`src/rtl/cache_types.sv`:
```
// Shared cache controller types: FSM state encoding and default tuning constants.
// The cache datapath imports this package to decode the controller's state output.
package cache_types;

    typedef enum logic [2:0] {
        idle_s        = 3'd0,
        compare_tag_s = 3'd1,
        writeback_s   = 3'd2,
        allocate_s    = 3'd3,
        pcs_write_s   = 3'd4,
        pcs_buf_s     = 3'd5
    } state_t;

    localparam int unsigned TIMEOUT_CYCLES_DEFAULT = 1023;
    localparam int unsigned CNT_W_DEFAULT          = 32;

    // States in which the controller is waiting on the memory interface.
    function automatic logic is_mem_wait(input state_t s);
        return (s == writeback_s) || (s == allocate_s);
    endfunction

endpackage

```
`src/rtl/pcs_sat_counter.sv`:
```
// Saturating up-counter used for the cache performance statistics.
// Holds at all-ones instead of wrapping; clear has priority over inc.
module pcs_sat_counter #(
    parameter int unsigned CNT_W = 32
) (
    input  logic             clk,
    input  logic             clear,
    input  logic             inc,
    output logic [CNT_W-1:0] count
);

    always_ff @(posedge clk) begin
        if (clear) begin
            count <= '0;
        end else if (inc && (count != {CNT_W{1'b1}})) begin
            count <= count + 1'b1;
        end
    end

endmodule

```
`src/rtl/pcs_cache_control.sv`:
```
// Cache controller FSM with PCS full-line write path, memory watchdog and
// saturating hit/miss/writeback counters.
//
// state          | meaning
// ---------------+----------------------------------------------------------
// idle_s         | no transaction; accept PCS (priority) or CPU request
// compare_tag_s  | tag compare; choose hit / writeback / fill / PCS write
// writeback_s    | dirty victim going to memory, wait for mem_resp
// allocate_s     | line fill from memory, wait for mem_resp
// pcs_write_s    | PCS line written into the array (1 cycle)
// pcs_buf_s      | PCS write retires, pcs_done pulses (1 cycle)
module pcs_cache_control
    import cache_types::*;
#(
    parameter int unsigned TIMEOUT_CYCLES = TIMEOUT_CYCLES_DEFAULT,
    parameter int unsigned CNT_W          = CNT_W_DEFAULT
) (
    input  logic             clk,
    input  logic             rst,
    input  logic             cpu_rmask,
    input  logic [31:0]      cpu_wmask,
    input  logic             write_pcs_cacheline,
    input  logic             valid_hit,
    input  logic             dirty,
    input  logic             mem_resp,
    output state_t           state,
    output logic             pcs_op,
    output logic             pcs_done,
    output logic [CNT_W-1:0] hit_count,
    output logic [CNT_W-1:0] miss_count,
    output logic [CNT_W-1:0] wb_count,
    output logic             mem_timeout
);

    localparam int unsigned WD_W = (TIMEOUT_CYCLES < 2) ? 1 : $clog2(TIMEOUT_CYCLES + 1);
    localparam logic [WD_W-1:0] WD_MAX = WD_W'(TIMEOUT_CYCLES);

    state_t            state_next;
    logic              pcs_op_next;
    logic [WD_W-1:0]   wd_cnt;
    logic [WD_W-1:0]   wd_cnt_next;
    logic              cpu_req;
    logic              hit_inc;
    logic              miss_inc;
    logic              wb_inc;

    assign cpu_req = cpu_rmask || (cpu_wmask != 32'd0);

    always_comb begin
        state_next  = state;
        pcs_op_next = pcs_op;
        case (state)
            idle_s: begin
                // A CPU request losing to PCS is not latched; the requester holds it.
                if (write_pcs_cacheline) begin
                    state_next  = compare_tag_s;
                    pcs_op_next = 1'b1;
                end else if (cpu_req) begin
                    state_next  = compare_tag_s;
                    pcs_op_next = 1'b0;
                end
            end
            compare_tag_s: begin
                if (valid_hit) begin
                    state_next = pcs_op ? pcs_write_s : idle_s;
                end else if (dirty) begin
                    state_next = writeback_s;
                end else if (pcs_op) begin
                    state_next = pcs_write_s;
                end else begin
                    state_next = allocate_s;
                end
            end
            writeback_s: begin
                if (mem_resp) begin
                    state_next = pcs_op ? pcs_write_s : allocate_s;
                end
            end
            allocate_s: begin
                if (mem_resp) begin
                    state_next = compare_tag_s;
                end
            end
            pcs_write_s: state_next = pcs_buf_s;
            pcs_buf_s:   state_next = idle_s;
            default:     state_next = idle_s;
        endcase
        if (state_next == idle_s) begin
            pcs_op_next = 1'b0;
        end
    end

    always_ff @(posedge clk) begin
        if (rst) begin
            state    <= idle_s;
            pcs_op   <= 1'b0;
            pcs_done <= 1'b0;
        end else begin
            state    <= state_next;
            pcs_op   <= pcs_op_next;
            pcs_done <= (state_next == pcs_buf_s);
        end
    end

    // Watchdog restarts on every memory-wait entry, including writeback -> allocate.
    always_comb begin
        wd_cnt_next = wd_cnt;
        if (is_mem_wait(state_next) && (state_next != state)) begin
            wd_cnt_next = '0;
        end else if (is_mem_wait(state) && (wd_cnt != WD_MAX)) begin
            wd_cnt_next = wd_cnt + 1'b1;
        end
    end

    always_ff @(posedge clk) begin
        if (rst) begin
            wd_cnt      <= '0;
            mem_timeout <= 1'b0;
        end else begin
            wd_cnt <= wd_cnt_next;
            if (is_mem_wait(state) && (wd_cnt_next == WD_MAX)) begin
                mem_timeout <= 1'b1;
            end
        end
    end

    assign hit_inc  = (state == compare_tag_s) && valid_hit;
    assign miss_inc = (state == compare_tag_s) && !valid_hit;
    assign wb_inc   = (state == writeback_s) && mem_resp;

    pcs_sat_counter #(.CNT_W(CNT_W)) u_hit_cnt (
        .clk   (clk),
        .clear (rst),
        .inc   (hit_inc),
        .count (hit_count)
    );

    pcs_sat_counter #(.CNT_W(CNT_W)) u_miss_cnt (
        .clk   (clk),
        .clear (rst),
        .inc   (miss_inc),
        .count (miss_count)
    );

    pcs_sat_counter #(.CNT_W(CNT_W)) u_wb_cnt (
        .clk   (clk),
        .clear (rst),
        .inc   (wb_inc),
        .count (wb_count)
    );

endmodule

```
`config.mk`:
```
export PLATFORM = sky130hd
export DESIGN_NAME = pcs_cache_control
export DESIGN_NICKNAME = d
export VERILOG_FILES = /design/src/rtl/cache_types.sv /design/src/rtl/pcs_sat_counter.sv /design/src/rtl/pcs_cache_control.sv
export SDC_FILE = /design/constraint.sdc
export NUM_CORES = 1
export LEC_CHECK = 0
export CAP_MARGIN = 30
export CORE_ASPECT_RATIO = 0.7
export CORE_MARGIN = 3
export CORE_UTILIZATION = 25
export CTS_CLUSTER_SIZE = 8
export DETAILED_ROUTE_END_ITERATION = 16
export MAX_ROUTING_LAYER = met4
export PLACE_DENSITY = 0.54
export SETUP_SLACK_MARGIN = 0.1
export SLEW_MARGIN = 20
export SYNTH_ARGS = -nofsm -noshare
export SYNTH_HDL_FRONTEND = slang
export SYNTH_HIERARCHICAL = 1
export SYNTH_SLANG_ARGS = --single-unit
```
`constraint.sdc`:
```
create_clock -name clk -period 5.2 [get_ports clk]
set_input_delay 1.04 -clock clk [delete_from_list [all_inputs] [get_ports clk]]
set_output_delay 1.04 -clock clk [all_outputs]
set_load 0.02 [all_outputs]
```
==> flow_summary.json <==
{
  "synth_edf_count": 0,
  "critPathCaptureType": "flop",
  "crit_path_frequent_cell": "sky130_fd_sc_hd__nand4_1",
  "crit_path_cell_trace": "clkdlybuf4s50_1 -> nor3b_1 -> nand4_1 -> nor4_2 -> nand4_1 -> nor4_1 -> mux2_2",
  "status": "completed",
  "max_stage_delay_ns": 0.66,
  "post_synth_and_or_nand_nor_area_fraction": 0.345,
  "worst_slew_pin_slew_ns": 0.850,
  "number_of_global_route_vias_before_repair": 5393,
  "grt_antenna_before_repair": 0,
  "die-width_um": 192,
  "data_arrival_at_the_endpoint_of_the_critical_path_ns": 4.12,
  "areal_power_density_over_the_cells_nw_per_um2": 238,
  "drv_cap": 0,
  "total_leakage_power_nw": 2.34,
  "synthDistinctLibCells": 60,
  "numCtsBuffers": 9,
  "rsz0062_at_grt": "false",
  "timing.critical_path.max_delay_family": "simple AND/OR/NAND/NOR gates",
  "detail_route.wirelength.met1_um": 9500,
  "met3RoutedLength_um": 769,
  "cts-hold-fix-buffers": 0,
  "crit_path_start_kind": "input port",
  "numPlacedInstances": 1156,
  "vdd_ir_drop_max_mv": 0.148,
  "htree_levels": 3,
  "non_filler_cells_in_the_finished_layout": 1172,
  "routed_wl_um": 18100,
  "area_growth_pct": 33.8,
  "final_clock_skew_ns": 0.0145,
  "synth-main-ff-cell": "sky130_fd_sc_hd__dfxtp_1",
  "routed_length_on_met2_um": 7700,
  "port_bufs": 140,
  "cts_tree": "built",
  "synth_cells": 729,
  "gpl.final_weighted_congestion": 0.789,
  "worst-setup-path-type": "in -> reg",
  "overflow": 0,
  "yosys_warnings": 6,
  "netlist_top_cells_area": "sky130_fd_sc_hd__dfxtp_1, sky130_fd_sc_hd__a21oi_1, sky130_fd_sc_hd__o31ai_1",
  "critical-path-slowest-cell": "sky130_fd_sc_hd__nor4_2",
  "final.hold.worst_slack_ns": 0.471,
  "hp-class": "reg -> reg",
  "async_reset_ff_frac": 0,
  "area_share_of_fa_ha_maj_cells_after_synthesis": 0.00823,
  "area_taken_by_multi_input_logic_gates_sq_um": 3670,
  "antenna_diode_instance_count": 0,
  "regArea_sq_um": 2240,
  "critPathBufInv": 1,
  "clock_latency_ns": 0.36,
  "finalSetupTns_ns": 0,
  "combinational_family_with_the_most_area_after_synthesis": "simple AND/OR/NAND/NOR gates",
  "share_of_the_synthesized_area_in_compound_gates_ao_oa_aoi_oai": 0.191,
  "post_dp_area_sq_um": 7790,
  "reg2reg_slack_ns": 1.86,
  "final.fill_count": 2493,
  "finalCoreUtilization": 0.343,
  "cts.reportedPaths.clkPinSlew_ns": 0.08,
  "final_design_area_no_fill_sq_um": 8140,
  "synth_fp_nets": 772,
  "coreArea_sq_um": 23800,
  "required_time_reported_for_the_critical_path_endpoint_ns": 5.46,
  "root_buf_cell": "sky130_fd_sc_hd__clkbuf_16",
  "pin_count_of_the_biggest_net_entering_global_routing": 74,
  "layout_worst_path_cycle_share": 0.741,
  "num_vias": 5989,
  "timing.critical_path.fanout_max": 10,
  "drc": 0,
  "detail_route.wl_per_cell_um": 15.5,
  "die_h_um": 137,
  "maxSlewHeadroom": 0.429,
  "groute.usage.overall": 0.141,
  "timing.final.max_slew_violations": 0,
  "vias_per_cell": 5.11,
  "detailed_place_hpwl_um": 12800,
  "num_io_pins": 141,
  "detail_route.iter0.violations": 365,
  "antenna_violating_nets_post_route": 0,
  "highest_layer": "met4",
  "finalHoldViolations": 0,
  "synthesis.area_sq_um": 6080,
  "synth_seq_area_share": 0.368,
  "final_net_count": 892,
  "ratio_of_cells_with_drive_above_1_in_the_final_layout": 0.0667,
  "synth-seq-cells": 112,
  "post_cts.repair.setup_buffers": 0,
  "rows": 47,
  "synthXorXnorAreaFrac": 0.0389,
  "muxShareOfSynthArea": 0.0177,
  "synth_most_common_cell": "sky130_fd_sc_hd__dfxtp_1",
  "final_setup_violations": 0,
  "die-area_sq_um": 26300,
  "cts.sinks": 112,
  "ys_top_cells_by_count": "sky130_fd_sc_hd__dfxtp_1, sky130_fd_sc_hd__a21oi_1, sky130_fd_sc_hd__nor2_1, sky130_fd_sc_hd__nand3_1",
  "post-synth-top-area-cell": "sky130_fd_sc_hd__dfxtp_1",
  "synthesis.area_per_instance_sq_um": 8.35,
  "drt_first_pass_iters": 4,
  "cts.path.max_buffers": 2,
  "synthDominantCellAreaShare": 0.368,
  "time_the_final_worst_path_needs_with_i_o_delays_and_setup_ns": 3.85,
  "grt_pass1_wl_um": 29000,
  "fmax_mhz": 259,
  "postCtsResizedCells": 0,
  "initial_core_util": 0.256
}
final timing paths:
check,to,start,depth (start not counted)
setup / recovery,u_hit_cnt/count[31]$_SDFFE_PP0P_,valid_hit,7
hold / removal,mem_timeout$_SDFFE_PP0P_,mem_timeout$_SDFFE_PP0P_,2
setup reg to reg,u_hit_cnt/count[31]$_SDFFE_PP0P_,state[1]$_SDFF_PP0_,7
hold reg to reg,mem_timeout$_SDFFE_PP0P_,mem_timeout$_SDFFE_PP0P_,2
cells by family (layout without fill, tap and decap cells):
group                    after synthesis  after routing
AO/OA/AOI/OAI                        176            176
XOR/XNOR                              27             27
adder cells (fa/ha/maj)                4              4
buffers and inverters                 47            172
flip-flops                           112            112
multiplexers                          10             10
AND/OR/NAND/NOR                      353            353
sequential cells by signal, summed over array words and instances, names as in the netlist:
register          flops
u_hit_cnt/count      32
u_miss_cnt/count     32
u_wb_cnt/count       32
wd_cnt               10
state                 3
mem_timeout           1
pcs_done              1
pcs_op                1
per-layer routing:
layer	track usage	vias up
li1	-	3041
met1	0.205	2832
met2	0.197	102
met3	0.0317	14
met4	0.0315	0
met5	-	-
worst register-to-register path: stages, from the launching register on:
cell and delay [ns]:
sky130_fd_sc_hd__dfxtp_1 0.47, sky130_fd_sc_hd__nand2b_1 0.27, sky130_fd_sc_hd__nor3b_1 0.57, sky130_fd_sc_hd__nand4_1 0.46, sky130_fd_sc_hd__nor4_2 0.66, sky130_fd_sc_hd__nand4_1 0.16
sky130_fd_sc_hd__nor4_1 0.28, sky130_fd_sc_hd__mux2_2 0.37
through the flow:
step	total power [mW]	setup slack, ns
floorplan	1.04	2.10
global placement	1.13	1.08
detailed placement	1.13	0.967
CTS	1.97	1.35
global route	2.02	1.07
finish	1.93	1.35
cell usage in the layout, fill, tap and decap left out, types with 6 or more instances in the layout:
cell,n
sky130_fd_sc_hd__clkbuf_16,9
sky130_fd_sc_hd__nand2b_1,7
sky130_fd_sc_hd__xnor2_1,23
sky130_fd_sc_hd__a21oi_1,71
sky130_fd_sc_hd__or3_1,31
sky130_fd_sc_hd__clkdlybuf4s50_1,139
sky130_fd_sc_hd__nor3b_1,7
sky130_fd_sc_hd__o31ai_1,36
sky130_fd_sc_hd__nand3_1,45
sky130_fd_sc_hd__buf_4,7
sky130_fd_sc_hd__or4_1,36
sky130_fd_sc_hd__nor4_1,17
sky130_fd_sc_hd__a31oi_1,6
sky130_fd_sc_hd__inv_1,10
sky130_fd_sc_hd__a2111oi_0,6
sky130_fd_sc_hd__nor3_1,9
sky130_fd_sc_hd__and3_1,10
sky130_fd_sc_hd__and4_1,12
sky130_fd_sc_hd__nor4_2,6
sky130_fd_sc_hd__nand4_1,31
sky130_fd_sc_hd__nor2b_1,11
sky130_fd_sc_hd__nor2_1,63
sky130_fd_sc_hd__o21ai_0,30
sky130_fd_sc_hd__a211oi_1,6
sky130_fd_sc_hd__dfxtp_1,112
sky130_fd_sc_hd__nand2_1,35
where the power goes:
part	leakage [nW]	switching (mW)	internal (mW)	total, mW
registers	0.903	0.0337	0.871	0.905
clock network	0.167	0.340	0.487	0.828
logic	1.27	0.104	0.0981	0.202
final cells by class:
cell class,instances,share of cell area
inverters,10,0.00461
well taps,318,0.0489
repair buffers,146,0.177
flip-flops and latches,112,0.275
clock buffers,12,0.0303
multi-input cells,570,0.451
clock inverters,4,0.0121
No activity file was read; power rests on OpenSTA's default activity.
